===== config.mk =====
export PLATFORM = sky130hd
export DESIGN_NAME = effective_address_stage
export DESIGN_NICKNAME = d
export VERILOG_FILES = /design/src/rtl/effective_address_stage.sv
export SDC_FILE = /design/constraint.sdc
export NUM_CORES = 1
export LEC_CHECK = 0
export CORE_MARGIN = 8
export CORE_UTILIZATION = 30
export CTS_BUF_LIST = sky130_fd_sc_hd__clkbuf_16
export DETAILED_ROUTE_END_ITERATION = 6
export GPL_TIMING_DRIVEN = 1
export PLACE_DENSITY = 0.55
export SETUP_SLACK_MARGIN = 0.02
export SYNTH_ARGS = -nofsm -noshare
export SYNTH_HDL_FRONTEND = slang
export SYNTH_SLANG_ARGS = --single-unit

===== constraint.sdc =====
create_clock -name clk_i -period 4.85 [get_ports clk_i]
set_clock_uncertainty 0.1 [all_clocks]
set_input_delay 0.97 -clock clk_i [delete_from_list [all_inputs] [get_ports clk_i]]
set_output_delay 0.97 -clock clk_i [all_outputs]
set_load 0.005 [all_outputs]

===== src/rtl/effective_address_stage.sv =====
// Effective-address stage of the pipelined 6502 core.
// Direct modes resolve in one cycle; indirect modes fetch a 16-bit pointer
// over the shared data-memory read port (two bubbles, three-cycle latency).
module effective_address_stage #(
  parameter int CNTRL_W = 32
) (
  input  logic               clk_i,
  input  logic               rst_i,
  input  logic               gbl_stl_i,
  input  logic               wait_to_fill_pipe_i,
  input  logic               mem_stl_i,
  input  logic [3:0]         mode_i,
  input  logic [15:0]        opr_i,
  input  logic [7:0]         x_i,
  input  logic [7:0]         y_i,
  input  logic [15:0]        pc_i,
  input  logic [15:0]        dat_i,
  input  logic [CNTRL_W-1:0] control_signal_i,
  input  logic [7:0]         mem_rd_dat_i,
  output logic               mem_rd_en_o,
  output logic [15:0]        mem_rd_adr_o,
  output logic               stall_o,
  output logic [15:0]        eff_adr_o,
  output logic [15:0]        dat_o,
  output logic               page_crs_o,
  output logic [CNTRL_W-1:0] control_signal_o
);

  localparam logic [3:0] M_ZP   = 4'd2,  M_ZPX  = 4'd3,  M_ZPY = 4'd4;
  localparam logic [3:0] M_ABS  = 4'd5,  M_ABSX = 4'd6,  M_ABSY = 4'd7;
  localparam logic [3:0] M_IND  = 4'd8,  M_INDX = 4'd9,  M_INDY = 4'd10;
  localparam logic [3:0] M_REL  = 4'd11;

  typedef enum logic [1:0] {S_IDLE, S_RD_LO, S_RD_HI} state_t;

  state_t               r_state, w_next_state;
  logic [15:0]          r_ptr;
  logic [7:0]           r_lo;
  logic                 r_indy;
  logic [15:0]          r_dat;
  logic [CNTRL_W-1:0]   r_ctrl;

  logic                 w_hold;
  logic                 w_is_ind;
  logic [15:0]          w_dir_adr;
  logic                 w_dir_pcrs;
  logic [15:0]          w_ptr;
  logic [15:0]          w_abs_x, w_abs_y;
  logic [7:0]           w_zp_x, w_zp_y;
  logic [15:0]          w_ind_base, w_ind_adr;
  logic                 w_ind_pcrs;
  logic                 w_stall, w_rd_en;
  logic [15:0]          w_rd_adr;

  assign w_hold   = gbl_stl_i | mem_stl_i | wait_to_fill_pipe_i;
  assign w_is_ind = (mode_i == M_IND) || (mode_i == M_INDX) || (mode_i == M_INDY);
  assign w_abs_x  = opr_i + {8'h00, x_i};
  assign w_abs_y  = opr_i + {8'h00, y_i};
  assign w_zp_x   = opr_i[7:0] + x_i;
  assign w_zp_y   = opr_i[7:0] + y_i;

  // Direct-mode address, page-cross flag and indirect pointer from the current inputs
  always_comb begin
    w_dir_adr  = 16'h0000;
    w_dir_pcrs = 1'b0;
    w_ptr      = {8'h00, opr_i[7:0]};
    case (mode_i)
      M_ZP:   w_dir_adr = {8'h00, opr_i[7:0]};
      M_ZPX:  w_dir_adr = {8'h00, w_zp_x};
      M_ZPY:  w_dir_adr = {8'h00, w_zp_y};
      M_ABS:  w_dir_adr = opr_i;
      M_ABSX: begin
        w_dir_adr  = w_abs_x;
        w_dir_pcrs = (w_abs_x[15:8] != opr_i[15:8]);
      end
      M_ABSY: begin
        w_dir_adr  = w_abs_y;
        w_dir_pcrs = (w_abs_y[15:8] != opr_i[15:8]);
      end
      M_REL:  w_dir_adr = pc_i + {{8{opr_i[7]}}, opr_i[7:0]};
      M_IND:  w_ptr     = opr_i;
      M_INDX: w_ptr     = {8'h00, w_zp_x};
      default: ;
    endcase
  end

  // Pointer high byte arrives in RD_HI; INDY adds Y to it in the same cycle
  assign w_ind_base = {mem_rd_dat_i, r_lo};
  assign w_ind_adr  = r_indy ? (w_ind_base + {8'h00, y_i}) : w_ind_base;
  assign w_ind_pcrs = r_indy && (w_ind_adr[15:8] != mem_rd_dat_i);

  // Next-state and read-port control; the high-byte read wraps within the pointer page
  always_comb begin
    w_next_state = r_state;
    w_stall      = 1'b0;
    w_rd_en      = 1'b0;
    w_rd_adr     = 16'h0000;
    case (r_state)
      S_IDLE: begin
        if (w_is_ind) begin
          w_stall      = 1'b1;
          w_next_state = S_RD_LO;
        end
      end
      S_RD_LO: begin
        w_rd_en      = 1'b1;
        w_rd_adr     = r_ptr;
        w_stall      = 1'b1;
        w_next_state = S_RD_HI;
      end
      S_RD_HI: begin
        w_rd_en      = 1'b1;
        w_rd_adr     = {r_ptr[15:8], r_ptr[7:0] + 8'd1};
        w_next_state = S_IDLE;
      end
      default: w_next_state = S_IDLE;
    endcase
  end

  // Reset forces the handshake outputs low even though the state is already IDLE
  assign stall_o      = w_stall & rst_i;
  assign mem_rd_en_o  = w_rd_en & rst_i;
  assign mem_rd_adr_o = rst_i ? w_rd_adr : 16'h0000;

  // State register, frozen by any stall source
  always_ff @(posedge clk_i or negedge rst_i) begin
    if (!rst_i)       r_state <= S_IDLE;
    else if (!w_hold) r_state <= w_next_state;
  end

  // Pointer capture, low-byte capture and output pipeline register
  always_ff @(posedge clk_i or negedge rst_i) begin
    if (!rst_i) begin
      r_ptr            <= 16'h0000;
      r_lo             <= 8'h00;
      r_indy           <= 1'b0;
      r_dat            <= 16'h0000;
      r_ctrl           <= '0;
      eff_adr_o        <= 16'h0000;
      dat_o            <= 16'h0000;
      page_crs_o       <= 1'b0;
      control_signal_o <= '0;
    end else if (!w_hold) begin
      case (r_state)
        S_IDLE: begin
          if (w_is_ind) begin
            r_ptr            <= w_ptr;
            r_indy           <= (mode_i == M_INDY);
            r_dat            <= dat_i;
            r_ctrl           <= control_signal_i;
            eff_adr_o        <= 16'h0000;
            dat_o            <= 16'h0000;
            page_crs_o       <= 1'b0;
            control_signal_o <= '0;
          end else begin
            eff_adr_o        <= w_dir_adr;
            dat_o            <= dat_i;
            page_crs_o       <= w_dir_pcrs;
            control_signal_o <= control_signal_i;
          end
        end
        S_RD_LO: r_lo <= mem_rd_dat_i;
        S_RD_HI: begin
          eff_adr_o        <= w_ind_adr;
          dat_o            <= r_dat;
          page_crs_o       <= w_ind_pcrs;
          control_signal_o <= r_ctrl;
        end
        default: ;
      endcase
    end
  end

endmodule


==> results of run 1 <==
state kept, by name (all words and copies together) (netlist names):
| register | flops |
|---|---|
| r_ctrl | 32 |
| dat_o | 16 |
| r_indy | 1 |
| page_crs_o | 1 |
| r_ptr | 16 |
| r_lo | 8 |
| r_dat | 16 |
| eff_adr_o | 16 |
| r_state | 2 |
| control_signal_o | 32 |
layer usage:
| metal | vias up | wire, um | global-route usage | part of all wire |
|---|---|---|---|---|
| met2 | 229 | 13440 | 0.2631 | 0.45 |
| met5 | - | 13 | 0 | 0.00044 |
| met4 | 2 | 467 | 0.04149 | 0.016 |
| li1 | 3897 | - | - | - |
| met1 | 3810 | 14110 | 0.2218 | 0.48 |
| met3 | 26 | 1534 | 0.03348 | 0.052 |
area by class of cell:
type | count | area share
Multi-Input combinational cell | 760 | 0.4401
Sequential cell | 140 | 0.2943
Timing Repair Buffer | 206 | 0.1731
Tap cell | 390 | 0.04099
Clock buffer | 17 | 0.03574
Clock inverter | 14 | 0.01041
Inverter | 17 | 0.005361
cell usage in the layout, fill, tap and decap left out, types with 8 or more instances in the layout:
master	count
a21o_1	14
a21oi_1	85
a22oi_1	12
a31oi_1	10
and2_1	11
and3_1	12
buf_4	9
clkbuf_16	17
clkdlybuf4s50_1	194
dfrtp_1	140
ha_1	42
inv_1	18
mux2_2	60
mux2i_1	16
nand2_1	120
nand3_1	19
nor2_1	35
nor2b_1	10
nor3_1	8
nor3b_1	48
o211ai_1	10
o21ai_0	85
xnor2_1	35
xor2_1	13
final timing paths:
kind,slack [ns],cells after the start,endpoint
max,1.02,6,stall_o
min,0.32,1,r_state[0]$_DFFE_PN0P_
max reg2reg,1.90,9,eff_adr_o[15]$_DFFE_PN0P_
min reg2reg,0.37,2,r_ptr[9]$_DFFE_PN0P_
max in group asynchronous,3.36,2,r_ctrl[22]$_DFFE_PN0P_
min in group clk_i,0.37,2,r_ptr[9]$_DFFE_PN0P_
kinds of logic (layout without fill, tap and decap cells):
family | Yosys count | after routing
buffers and inverters | 73 | 254
AOI/OAI and AO/OA | 285 | 285
and+or+nand+nor | 304 | 304
muxes | 76 | 76
xor gates and xnor gates | 48 | 48
DFF | 140 | 140
adders and majority gates | 47 | 47
per-stage QoR:
stage,std cells,hold WS [ns],area [um2],setup slack [ns]
finish,1544,0.3202,11900,1.022
floorplan,973,0.3418,8970,1.717
CTS,1544,0.3021,11900,1.006
detailed placement,1513,0.3628,11350,0.6613
global placement,1513,0.3558,11350,0.6980
global route,1544,0.3108,11900,0.8676
power by group:
group | internal [mW] | switching, mW
combinational | 1.19 | 1.03
sequential | 1.65 | 0.303
clock | 0.705 | 0.530
==> summary.txt, run 1 <==
Synthesis
  – Yosys top cell area share: 0.3906
  – Mux contribution to synthesized area: 0.09318
  – Synth Area in Simple Gates: 0.1746
  – Largest family of logic cells by synthesized area: compound AO/OA/AOI/OAI gates
  – Syn_area_per_cell: 9.219 um2
  – Compound-Gate Fraction of Synth Area: 0.1944
  – Count leader, synth: dfrtp_1
  – Post-Synth XOR/XNOR Area: 0.04687
  – Top_reg_cell synth: dfrtp_1
  – Ys Warns: 0
  – Number of synthesized register bits: 140
  – Synth async-reset ratio: 1.000
  – Synthesized Nets: 1133
  – Mapped Cells: 973
  – EDFF count, synth: 0
  – Synthesized cell area: 8970 um2
  – Library cells used by synthesis: 66
  – Cell taking the most area after synthesis: dfrtp_1
  – Commonest cells in the netlist: dfrtp_1 (140), nand2_1 (120), a21oi_1 (86)
  – Synth area leaders: dfrtp_1 (39%), mux2_2 (7.5%), ha_1 (6.0%)
  – Post-synthesis adder-cell area fraction: 0.06891
  – Sequential-to-total area share from yosys stat: 0.3906

Die
  – # IOs: 196
  – Core area: 29560 um2
  – Full die area: 35690 um2
  – Rows: 63
  – Initial Utilization: 0.3034
  – Die Wd: 188.9 um
  – Die Height: 188.9 um

Critical path
  – CP Launch Type: primary input
  – Max stage delay on crit path: 0.54 ns
  – Largest delay share family, worst path: buffers and inverters
  – CP max FO: 8
  – RR Startpoint: r_state[0]$_DFFE_PN0P_
  – Crit path top cell by count: clkdlybuf4s50_1
  – CP Launch Point: mode_i[2]
  – Critical-path cell list: clkdlybuf4s50_1, nand2b_1, a21oi_4, a21oi_1, nor2b_1, clkdlybuf4s50_1
  – Setup CP Type: in2out
  – Endpoint class of the critical path: primary output
  – CP Buf/Inv Count: 2
  – CP max-delay cell: clkdlybuf4s50_1
  – Critical Path RT: 3.78 ns
  – Critical Path AT: 2.76 ns

Layout
  – Fill count: 2979
  – Finished Core Util: 0.4027
  – # nets final: 1302
  – Synth-to-layout area growth: 32.71%
  – Antenna Cells: 0
  – FF/Latch Area: 3503 um2
  – Area occupied by multi-input gates: 5239 um2
  – Share of cells above drive strength 1: 0.09792

Route
  – WL per Instance: 19.15 um
  – Drt drc: 0
  – Post-Route WL: 29.57 mm
  – Initial DRC Count: 560
  – Via count of the routed design: 7964
  – Remaining antenna violation count after routing: 0
  – Vias/cell: 5.158
  – Drt pass-1 iters: 6

CTS
  – Max clock buf depth: 2
  – Htree depth: 4
  – Post-CTS sizing: 0
  – Clock Latency Late Sink: 0.41 ns
  – Setup bufs post-CTS: 0
  – Total CTS buffers: 17
  – CTS tree: yes
  – Clk sinks: 140
  – Worst-path clk slew: 0.07 ns
  – Hold Buf Count CTS: 0
  – Root Driver: clkbuf_16

STA
  – Slew @ Worst Pin: 0.9276 ns
  – Hold Vio Cnt, Final: 0
  – Fin. max-slew vios: 0
  – Maximum clock rate: 261.2 MHz
  – Setup TNS: 0 ns
  – Post-layout minimum cycle time: 3.828 ns
  – Final setup fails: 0
  – Tcrit/Tclk final: 0.7893
  – RSZ-0062 raised after global routing: no
  – Slew HR: 0.3816

Placed design
  – Final HPWL DP: 22.30 mm
  – GPL Wtd Cong: 0.8962
  – # port buffers: 195

Global route
  – Vias in the first global route: 8070
  – All-Layer GR Usage: 0.1638
  – Antenna violations before repair: 1
  – Total grt overflow: 0
  – First-pass GRT wire length: 46.53 mm
  – Largest net degree at the start of global routing: 118

Flow run
  – Max-cap violations: 0

Power and ir drop
  – Worst ir drop on vdd: 0.2370 mV
  – Static leakage: 4.916 nW
  – Pwr Density: 454.3 nW/um2
  – Total power: 5.408 mW

Worst hold path
  – Hold Path Class: in2async

Status
  – Status: finished clean
(Power assumes the default switching activity.)
==> run 2, diff against run 1 <==
- clock period: 4.85 -> 3.95 ns (I/O delays scaled with it)
==> summary.txt, run 2 (same netlist as run 1, synthesis figures left out) <==
CTS
  – Clk sinks: 140
  – Max clock buf depth: 2
  – Setup bufs post-CTS: 0
  – CTS tree: yes
  – Post-CTS sizing: 0
  – Clock Latency Late Sink: 0.41 ns
  – Total CTS buffers: 17
  – Worst-path clk slew: 0.07 ns
  – Root Driver: clkbuf_16
  – Htree depth: 4
  – Hold Buf Count CTS: 0

Critical path
  – CP Launch Type: primary input
  – RR Startpoint: r_state[0]$_DFFE_PN0P_
  – Setup CP Type: in2out
  – CP Launch Point: mode_i[2]
  – CP max FO: 8
  – Reg2reg end: eff_adr_o[15]$_DFFE_PN0P_
  – Critical Path AT: 2.65 ns
  – Reg2reg path depth: 9
  – Endpoint class of the critical path: primary output
  – R2R Setup Slk: 1.08 ns
  – Critical Path RT: 3.06 ns

Die
  – Die Height: 188.9 um
  – Full die area: 35690 um2
  – # IOs: 196
  – Die Wd: 188.9 um
  – Core area: 29560 um2
  – Rows: 63
  – Initial Utilization: 0.3034

Layout
  – Antenna Cells: 0
  – Biggest regs: control_signal_o: 32 flops, r_ctrl: 32 flops
  – Commonest non-fill, non-tap cell in the layout: clkdlybuf4s50_1
  – # nets final: 1318
  – Share of cells above drive strength 1: 0.1093
  – Most frequent cells in the layout: clkdlybuf4s50_1 (194), dfrtp_1 (140), nand2_1 (120), a21oi_1 (85), o21ai_0 (85)
  – Post-route cell area: 12040 um2
  – Synth-to-layout area growth: 34.20%

Route
  – Drt pass-1 iters: 7
  – Post-Route WL: 30.20 mm
  – Via count of the routed design: 8021
  – Drt drc: 0
  – Initial DRC Count: 654
  – Vias/cell: 5.138
  – Remaining antenna violation count after routing: 0
  – WL per Instance: 19.35 um

Power and ir drop
  – Pwr Density: 559.2 nW/um2
  – Logic gate share of total power: 0.407
  – Static leakage: 4.999 nW
  – Worst ir drop on vdd: 0.3821 mV
  – Clock power frac: 0.235
  – Power Internal: 4.434 mW
  – Sequential fraction of design power: 0.358
  – Psw: 2.298 mW
  – Net Sw Frac: 0.3414

STA
  – Setup TNS: 0 ns
  – Final setup fails: 0
  – Tcrit/Tclk final: 0.8951
  – Hold Vio Cnt, Final: 0
  – Worst hold margin: 0.2683 ns
  – Slew @ Worst Pin: 0.9333 ns
  – Post-layout minimum cycle time: 3.536 ns
  – Fin. max-slew vios: 0
  – Slew HR: 0.3730
  – RSZ-0062 raised after global routing: no
  – Maximum clock rate: 282.8 MHz

Global route
  – Largest net degree at the start of global routing: 85
  – Vias in the first global route: 8149
  – Total grt overflow: 0
  – Antenna violations before repair: 0
  – All-Layer GR Usage: 0.1679
  – First-pass GRT wire length: 47.60 mm

Placed design
  – Cell Area, Placed: 11460 um2
  – Final HPWL DP: 22.82 mm
  – GPL Wtd Cong: 0.9131
  – # port buffers: 195

Flow run
  – Max-cap violations: 0

Worst hold path
  – Hold Path Class: in2async

Status
  – Status: finished clean
## run 2: cell types whose count changed in the layout (fill, tap and decap cells not counted)
cell | previous run | this run
buf_12 | 2 | 1
inv_6 | 3 | 2
clkinv_2 | 3 | 1
bufinv_16 | 1 | 2
inv_1 | 18 | 19
buf_4 | 9 | 26
clkinv_1 | 0 | 1
clkinvlp_4 | 3 | 4
## run 2: how the worst max path moves through the flow
stage	end	slack, ns	cells after the start
after floorplan	eff_adr_o[14]$_DFFE_PN0P_	1.0	10
after global placement	eff_adr_o[14]$_DFFE_PN0P_	0.1	11
final	stall_o	0.41	6
after CTS	stall_o	0.42	6
after global routing	eff_adr_o[14]$_DFFE_PN0P_	0.25	11
after detailed placement	eff_adr_o[14]$_DFFE_PN0P_	0.04	11
## run 2: final cells by class
cell class	instances	area, um2
repair buffers	222	2168
inverters	17	63.81
multi-input cells	760	5239
fillers	2972	17520
well taps	390	488.0
flip-flops and latches	140	3503
clock inverters	15	150.1
clock buffers	17	425.4
## run 2: per-stage QoR
stage	std cells	total power [mW]	utilization	worst slack, ns
after floorplan	973	3.816	-	0.9973
after global placement	1529	5.161	0.3878	0.09601
after detailed placement	1529	5.214	0.3878	0.04367
after CTS	1561	6.843	0.4072	0.4179
after global routing	1561	7.243	0.4072	0.2476
final	1561	6.732	0.4072	0.4142
## run 2: per-layer routing
metal,up-vias,wire length [um],global-route usage
li1,3923,-,-
met1,3821,14520,0.2304
met2,253,13750,0.2672
met3,24,1445,0.03146
met4,0,493,0.04480
met5,-,0,0
## run 2: worst max-delay path, stage by stage
cell and delay (ns):
clkdlybuf4s50_1 0.56, nand2b_1 0.29, a21oi_4 0.19, a21oi_1 0.09, nor2b_1 0.19, clkdlybuf4s50_1 0.54
## run 2: power by group through the flow
stage	logic (mW)	registers, mW	clock network [mW]
2_1_floorplan	1.46	2.36	0
3_3_place_gp	2.75	2.41	0
3_5_place_dp	2.78	2.44	0
4_1_cts	2.79	2.41	1.64
5_1_grt	3.06	2.49	1.70
6_report	2.74	2.41	1.58
